===== config.mk =====
export PLATFORM = sky130hd
export DESIGN_NAME = puf_response_collector
export DESIGN_NICKNAME = d
export VERILOG_FILES = /design/src/rtl/puf_pkg.sv /design/src/rtl/puf_sync2.sv /design/src/rtl/puf_response_collector.sv
export SDC_FILE = /design/constraint.sdc
export NUM_CORES = 1
export LEC_CHECK = 0
export BUFFER_PORTS_ARGS = -buffer_cell sky130_fd_sc_hd__buf_2
export CORE_MARGIN = 2
export CORE_UTILIZATION = 40
export CTS_BUF_LIST = sky130_fd_sc_hd__clkbuf_4
export CTS_CLUSTER_DIAMETER = 60
export DETAILED_ROUTE_END_ITERATION = 8
export GPL_ROUTABILITY_DRIVEN = 0
export PLACE_DENSITY = 0.59
export SYNTH_ARGS = -nofsm -noshare
export SYNTH_HDL_FRONTEND = slang
export SYNTH_SLANG_ARGS = --single-unit

===== constraint.sdc =====
create_clock -name i_clk -period 4.1 [get_ports i_clk]
set_clock_uncertainty 0.05 [all_clocks]
set_input_delay 0.41 -clock i_clk [delete_from_list [all_inputs] [get_ports i_clk]]
set_output_delay 0.41 -clock i_clk [all_outputs]
set_load 0.05 [all_outputs]

===== src/rtl/puf_pkg.sv =====
// Shared types and default sizing for the ring-oscillator PUF response collector.
package puf_pkg;

   typedef enum logic [2:0] {
      ST_IDLE    = 3'd0,
      ST_CLEAR   = 3'd1,
      ST_RACE    = 3'd2,
      ST_CAPTURE = 3'd3,
      ST_FINISH  = 3'd4
   } state_t;

   localparam int DEF_RESP_BITS      = 16;
   localparam int DEF_SEL_W          = 4;
   localparam int DEF_SETTLE_CYCLES  = 8;
   localparam int DEF_TIMEOUT_CYCLES = 1024;

   // Counter width able to hold 0..n-1, never narrower than one bit.
   function automatic int cnt_width(input int n);
      if (n <= 1) begin
         return 1;
      end else begin
         return $clog2(n);
      end
   endfunction

endpackage


===== src/rtl/puf_sync2.sv =====
// Two-flop synchronizer for one asynchronous arbiter signal; synchronous clear to 0.
module puf_sync2 (
   input  logic i_clk,
   input  logic i_rst,
   input  logic i_d,
   output logic o_q
);

   logic r_meta;
   logic r_sync;

   // Metastability stage followed by the stable output stage.
   always_ff @(posedge i_clk) begin
      if (i_rst) begin
         r_meta <= 1'b0;
         r_sync <= 1'b0;
      end else begin
         r_meta <= i_d;
         r_sync <= r_meta;
      end
   end

   assign o_q = r_sync;

endmodule


===== src/rtl/puf_response_collector.sv =====
// Sequences RESP_BITS RO-pair races and assembles the arbiter winners into a response.
// Optional race watchdog enabled by defining PUF_RACE_TIMEOUT_EN.
module puf_response_collector
   import puf_pkg::*;
#(
   parameter int RESP_BITS      = DEF_RESP_BITS,
   parameter int SEL_W          = DEF_SEL_W,
   parameter int SETTLE_CYCLES  = DEF_SETTLE_CYCLES,
   parameter int TIMEOUT_CYCLES = DEF_TIMEOUT_CYCLES
) (
   input  logic                 i_clk,
   input  logic                 i_rst,
   input  logic                 i_start,
   input  logic [SEL_W-1:0]     i_challenge,
   input  logic                 i_done,
   input  logic                 i_winner,
   output logic [SEL_W-1:0]     o_race_sel,
   output logic                 o_race_rst,
   output logic                 o_race_en,
   output logic [RESP_BITS-1:0] o_response,
   output logic                 o_valid,
   output logic                 o_busy,
   output logic                 o_timeout_err
);

   localparam int IDX_W = cnt_width(RESP_BITS);
   localparam int SET_W = cnt_width(SETTLE_CYCLES);

   state_t                r_state;
   state_t                w_next_state;
   logic [SEL_W-1:0]      r_base;
   logic [IDX_W-1:0]      r_idx;
   logic [SET_W-1:0]      r_settle;
   logic [RESP_BITS-1:0]  r_response;
   logic                  w_sync_rst;
   logic                  w_done_sync;
   logic                  w_winner_sync;
   logic                  w_timeout;
   logic                  w_last_bit;
   logic                  w_settled;

   // Synchronizers are flushed outside RACE so a stale done never shortens the next race.
   assign w_sync_rst = i_rst | (r_state != ST_RACE);
   assign w_last_bit = (r_idx == IDX_W'(RESP_BITS - 1));
   assign w_settled  = (r_settle == SET_W'(SETTLE_CYCLES - 1));

   puf_sync2 u_sync_done (
      .i_clk (i_clk),
      .i_rst (w_sync_rst),
      .i_d   (i_done),
      .o_q   (w_done_sync)
   );

   puf_sync2 u_sync_winner (
      .i_clk (i_clk),
      .i_rst (w_sync_rst),
      .i_d   (i_winner),
      .o_q   (w_winner_sync)
   );

`ifdef PUF_RACE_TIMEOUT_EN
   localparam int TO_W = cnt_width(TIMEOUT_CYCLES);
   logic [TO_W-1:0] r_to_cnt;
   logic            r_timeout_err;

   // Done has priority over an expiring watchdog in the same cycle.
   assign w_timeout = (r_state == ST_RACE) && !w_done_sync &&
                      (r_to_cnt == TO_W'(TIMEOUT_CYCLES - 1));

   // Race watchdog counter and sticky error flag.
   always_ff @(posedge i_clk) begin
      if (i_rst) begin
         r_to_cnt      <= '0;
         r_timeout_err <= 1'b0;
      end else begin
         if (r_state == ST_RACE) begin
            r_to_cnt <= r_to_cnt + TO_W'(1);
         end else begin
            r_to_cnt <= '0;
         end
         if ((r_state == ST_IDLE) && i_start) begin
            r_timeout_err <= 1'b0;
         end else if (w_timeout) begin
            r_timeout_err <= 1'b1;
         end
      end
   end

   assign o_timeout_err = r_timeout_err;
`else
   assign w_timeout     = 1'b0;
   assign o_timeout_err = 1'b0;
`endif

   // State register.
   always_ff @(posedge i_clk) begin
      if (i_rst) begin
         r_state <= ST_IDLE;
      end else begin
         r_state <= w_next_state;
      end
   end

   // Next-state logic.
   always_comb begin
      w_next_state = r_state;
      case (r_state)
         ST_IDLE:    if (i_start) w_next_state = ST_CLEAR;
                     else         w_next_state = ST_IDLE;
         ST_CLEAR:   if (w_settled) w_next_state = ST_RACE;
                     else           w_next_state = ST_CLEAR;
         ST_RACE:    if (w_done_sync || w_timeout) w_next_state = ST_CAPTURE;
                     else                          w_next_state = ST_RACE;
         ST_CAPTURE: if (w_last_bit) w_next_state = ST_FINISH;
                     else            w_next_state = ST_CLEAR;
         ST_FINISH:  w_next_state = ST_IDLE;
         default:    w_next_state = ST_IDLE;
      endcase
   end

   // Datapath: challenge base, race index, settle counter and response bits.
   always_ff @(posedge i_clk) begin
      if (i_rst) begin
         r_base     <= '0;
         r_idx      <= '0;
         r_settle   <= '0;
         r_response <= '0;
      end else begin
         case (r_state)
            ST_IDLE: begin
               if (i_start) begin
                  r_base     <= i_challenge;
                  r_idx      <= '0;
                  r_settle   <= '0;
                  r_response <= '0;
               end
            end
            ST_CLEAR: r_settle <= r_settle + SET_W'(1);
            ST_RACE: begin
               if (w_done_sync) begin
                  r_response[r_idx] <= w_winner_sync;
               end else if (w_timeout) begin
                  r_response[r_idx] <= 1'b0;
               end
            end
            ST_CAPTURE: begin
               r_settle <= '0;
               if (!w_last_bit) begin
                  r_idx <= r_idx + IDX_W'(1);
               end
            end
            default: ;
         endcase
      end
   end

   // Output decode from the state register only.
   always_comb begin
      o_race_rst = 1'b1;
      o_race_en  = 1'b0;
      o_valid    = 1'b0;
      o_busy     = 1'b1;
      case (r_state)
         ST_IDLE:   o_busy = 1'b0;
         ST_RACE: begin
            o_race_rst = 1'b0;
            o_race_en  = 1'b1;
         end
         ST_FINISH: o_valid = 1'b1;
         ST_CLEAR, ST_CAPTURE: ;
         default:   o_busy = 1'b0;
      endcase
   end

   assign o_race_sel = r_base + SEL_W'(r_idx);
   assign o_response = r_response;

endmodule

==> summary by stage <==
Power and ir drop
The static leakage is 0.783 nW. The peak supply drop is 0.000179 V. The total power per unit cell area is ~300 nW/um^2. The completed layout was analyzed and its total power is around 0.6 mW.

Critical path
For this design, the slowest cell found on the critical path is dfxtp_1. STA puts the critical path data required time at between 3 and 4 ns. The arrival time of data at the critical path endpoint is between 1.5 and 2 ns. STA classifies the critical path startpoint as a flip-flop. The startpoint identified for the worst register-to-register timing path is r_state[2]$_SDFF_PP0_. The critical setup path kind is flip-flop to output pin.

The highest cell delay on the worst timing path is approximately 0.57 ns. The worst setup path is captured at an output pin. Of all nets on the critical path, the largest fanout is 13. The end of the worst register-to-register path is o_response[15]$_SDFFE_PP0P_. The critical path goes through ha_1 > a21oi_1 > xnor2_1 > buf_2.

The depth of the worst register-to-register path is 5. The reg-to-reg setup timing slack is 2.29 ns.

Global routing
The first global-routing pass estimated just over 6000 um of wire. The number of antenna violations at the first check in global routing is 0. Across every metal layer, demand over resource in global routing totals between 10% and 20%. The number of global-route vias before repair is between 1000 and 1500. Entering global routing, the biggest net connects 39 pins.

Global routing finished with a remaining overflow of 0.

Logic synthesis
For this run, asynchronously set or reset flops after synthesis account for 0%. For this run, the leading register cell type out of synthesis is dfxtp_1. The area of the mapped netlist is between 1500 and 2000 sq um. The complex-gate fraction of the synthesized area is approximately 18%. The register bit total from synthesis is 34. The netlist uses between 40 and 50 different library cells. Counting every net in the synthesized netlist gives 223. By area the synthesized netlist is led by dfxtp_1, o32ai_1, ha_1. After synthesis, the largest family of logic cells by area is simple AND/OR/NAND/NOR gates.

After synthesis, flip-flops and latches occupy between 30% and 40% of the total area. The largest area contributor in the synthesized netlist is dfxtp_1. The proportion of netlist area held by the largest area contributor is between 30 and 40%. Each instance of the synthesized netlist takes up on average about 8.6 sq um. The synthesized netlist devotes roughly 2.5% of its cell area to XOR and XNOR gates. The area share of and/or/nand/nor cells after synthesis is about a fifth. The number of warnings issued by yosys is 0.

The portion of synthesized area spent on multiplexers is around 2.3%. The share of synthesized cell area in full adder, half adder and majority cells is under 10%. The number of synthesized flops with an enable pin is 0.

Synthesis produced about 200 cells.

Floorplanning
The floorplan step defined a core boundary enclosing 4290 sq um. The starting utilization of the core area is roughly two fifths. The number of placed I/O pins is 34. The width of the die is ~70 um. The floorplan step defined a die boundary enclosing ~4900 sq um.

The die height is ~70 um. Row generation in the floorplan step produced 24 rows.

Layout
The relative area change from synthesis to final layout is 10.9%. Cells with a size suffix above 1 make up about a fifth of the layout. The most frequent standard cell in the layout excluding fill and tap cells is dfxtp_1. The number of filler instances in the final layout is 445. In the layout the commonest cells are dfxtp_1, buf_2, nand2_1. The net count of the finished layout is 247. The repair_antennas step left the layout with diodes totalling 0.

STA
Derived from the worst setup path, the maximum achievable clock frequency is ~0.44 GHz. For the pin with the worst max-slew slack, the measured transition is roughly 0.77 ns. The worst pin sits at a relative slew slack of roughly 49%. Setup repair after global routing left no endpoint under its margin. The shortest clock period the worst path allows after layout is 2.28 ns. The worst path uses a little under three fifths of the clock period. In the final timing run, aggregate negative setup slack is 0 ns. Hold timing on the final database bottoms out at a slack of 0.243 ns.

The hold violation count in the final report was 0. The total of endpoints with negative setup slack in the final report is 0. The final count of pins violating max slew came to 0.

Flow run
The tool flagged a number of max-cap violations equal to 0.

Clocking
The buffer depth of the longest clock path is 2. For the worst-skew pair, the clock arrives at the later sink with an insertion delay of approximately 0.34 ns. In this run the clock root is driven by a clkbuf_4.

Gates resized during post-CTS repair numbered 0. The total number of clock tree sinks is 34. The hold buffer count at cts is 0. The register clock-pin slew on the reported worst setup and hold paths is around 0.10 ns. The depth of the CTS H-tree is 2. After clock tree synthesis, the setup repair step added 0 buffers. The CTS tree is done.

The TritonCTS buffer count is 5.

Route
The via count is around 1400. The iteration count of the initial detailed-routing pass is 4. The overall routed net length is about 3500 um.

The DRC violation count after routing is 0. The post-detailed-route count of antenna-violating nets is 0. After detailed routing, the number of vias per cell comes to 5.08. The routed wire length per instance is 12.5 um. The number of design-rule violations left by the first detailed-router iteration is between 90 and 100.

Min path
The tightest min-delay check is of the input port to flip-flop type. The worst hold path begins at i_challenge[1]. The worst hold path passes through 3 cells. For hold timing, the worst endpoint is r_base[1]$_SDFFE_PP0P_.

Status
The run finished with clean final reports.

Placed design
Port buffering added 32 buffers. Once detailed placement completed, the half-perimeter wirelength came to around 2500 um.
==> stage by stage <==
step	cells	area, sq um	worst slack (ns)	util, %
floorplan	204	1760	1.83	-
global placement	273	1900	2.22	44.1
detailed placement	273	1900	2.19	44.1
CTS	280	1950	1.80	45.4
global route	280	1950	1.69	45.4
finish	280	1950	1.82	45.4
==> state kept, by name, indices dropped and copies added (netlist names) <==
register	cells
o_response	16
r_base	4
r_idx	4
r_settle	3
r_state	3
u_sync_done.o_q	1
u_sync_done.r_meta	1
u_sync_winner.o_q	1
u_sync_winner.r_meta	1
==> critical path, delay by kind of cell, from the launching register on <==
kind            cells  cell delay [ns]
fa+ha+maj           1             0.34
compound gates      1             0.18
flops               1             0.57
xor+xnor            1             0.13
buf+inv             1             0.27
==> synth_stat cells (2+ instances only) <==
cell      count
nor2_1       12
nor3b_1       5
clkbuf_1      8
dfxtp_1      34
inv_1        19
xnor2_1       4
or2_2         2
a21oi_1      20
buf_2         3
ha_1          9
nor2b_1       3
nand2_1      23
nand3_1       6
a311oi_1      3
buf_4         2
mux2i_1       4
o32ai_1      14
nand2b_1      6
and2_1        2
a22oi_1       2
==> worst max path at each step <==
| stage | from | end | slack [ns] | cells past startpoint |
|---|---|---|---|---|
| 6_report | r_idx[2]$_SDFFE_PP0P_ | o_race_sel[3] | 1.82 | 4 |
| 5_1_grt | r_idx[2]$_SDFFE_PP0P_ | o_race_sel[3] | 1.69 | 4 |
| 3_5_place_dp | r_idx[2]$_SDFFE_PP0P_ | o_race_sel[3] | 2.19 | 4 |
| 2_1_floorplan | r_idx[0]$_SDFFE_PP0P_ | o_race_sel[2] | 1.83 | 4 |
| 4_1_cts | r_idx[2]$_SDFFE_PP0P_ | o_race_sel[3] | 1.80 | 4 |
| 3_3_place_gp | r_idx[1]$_SDFFE_PP0P_ | o_race_sel[3] | 2.22 | 5 |
==> metal layers <==
metal / GRT usage [%] / part of all wire [%]
met4: 5.77 / 1.1
met2: 24.9 / 45
met5: 0 / 0
met3: 3.46 / 4.7
met1: 20.1 / 49
==> report_power, final <==
group	switching [mW]	internal (mW)	total, mW	leakage [nW]
registers	0.00482	0.334	0.339	0.275
logic	0.0405	0.0206	0.0611	0.476
clock network	0.108	0.0779	0.186	0.0322
==> cell type report <==
class / count / area [sq um] / share of cell area [%]
Multi-Input combinational cell: 135 / 912 / 46.8
Clock buffer: 7 / 52.6 / 2.70
Tap cell: 52 / 65.1 / 3.34
Timing Repair Buffer: 32 / 160 / 8.22
Inverter: 20 / 77.6 / 3.98
Sequential cell: 34 / 681 / 34.9
==> kinds of logic after synthesis <==
logic type / after synthesis
AOI/OAI and AO/OA: 46
xor gates and xnor gates: 5
adders and majority gates: 10
buffers and inverters: 35
DFF: 34
muxes: 4
other: 1
and+or+nand+nor: 69
Note: power is estimated with default switching activity, not from simulation.
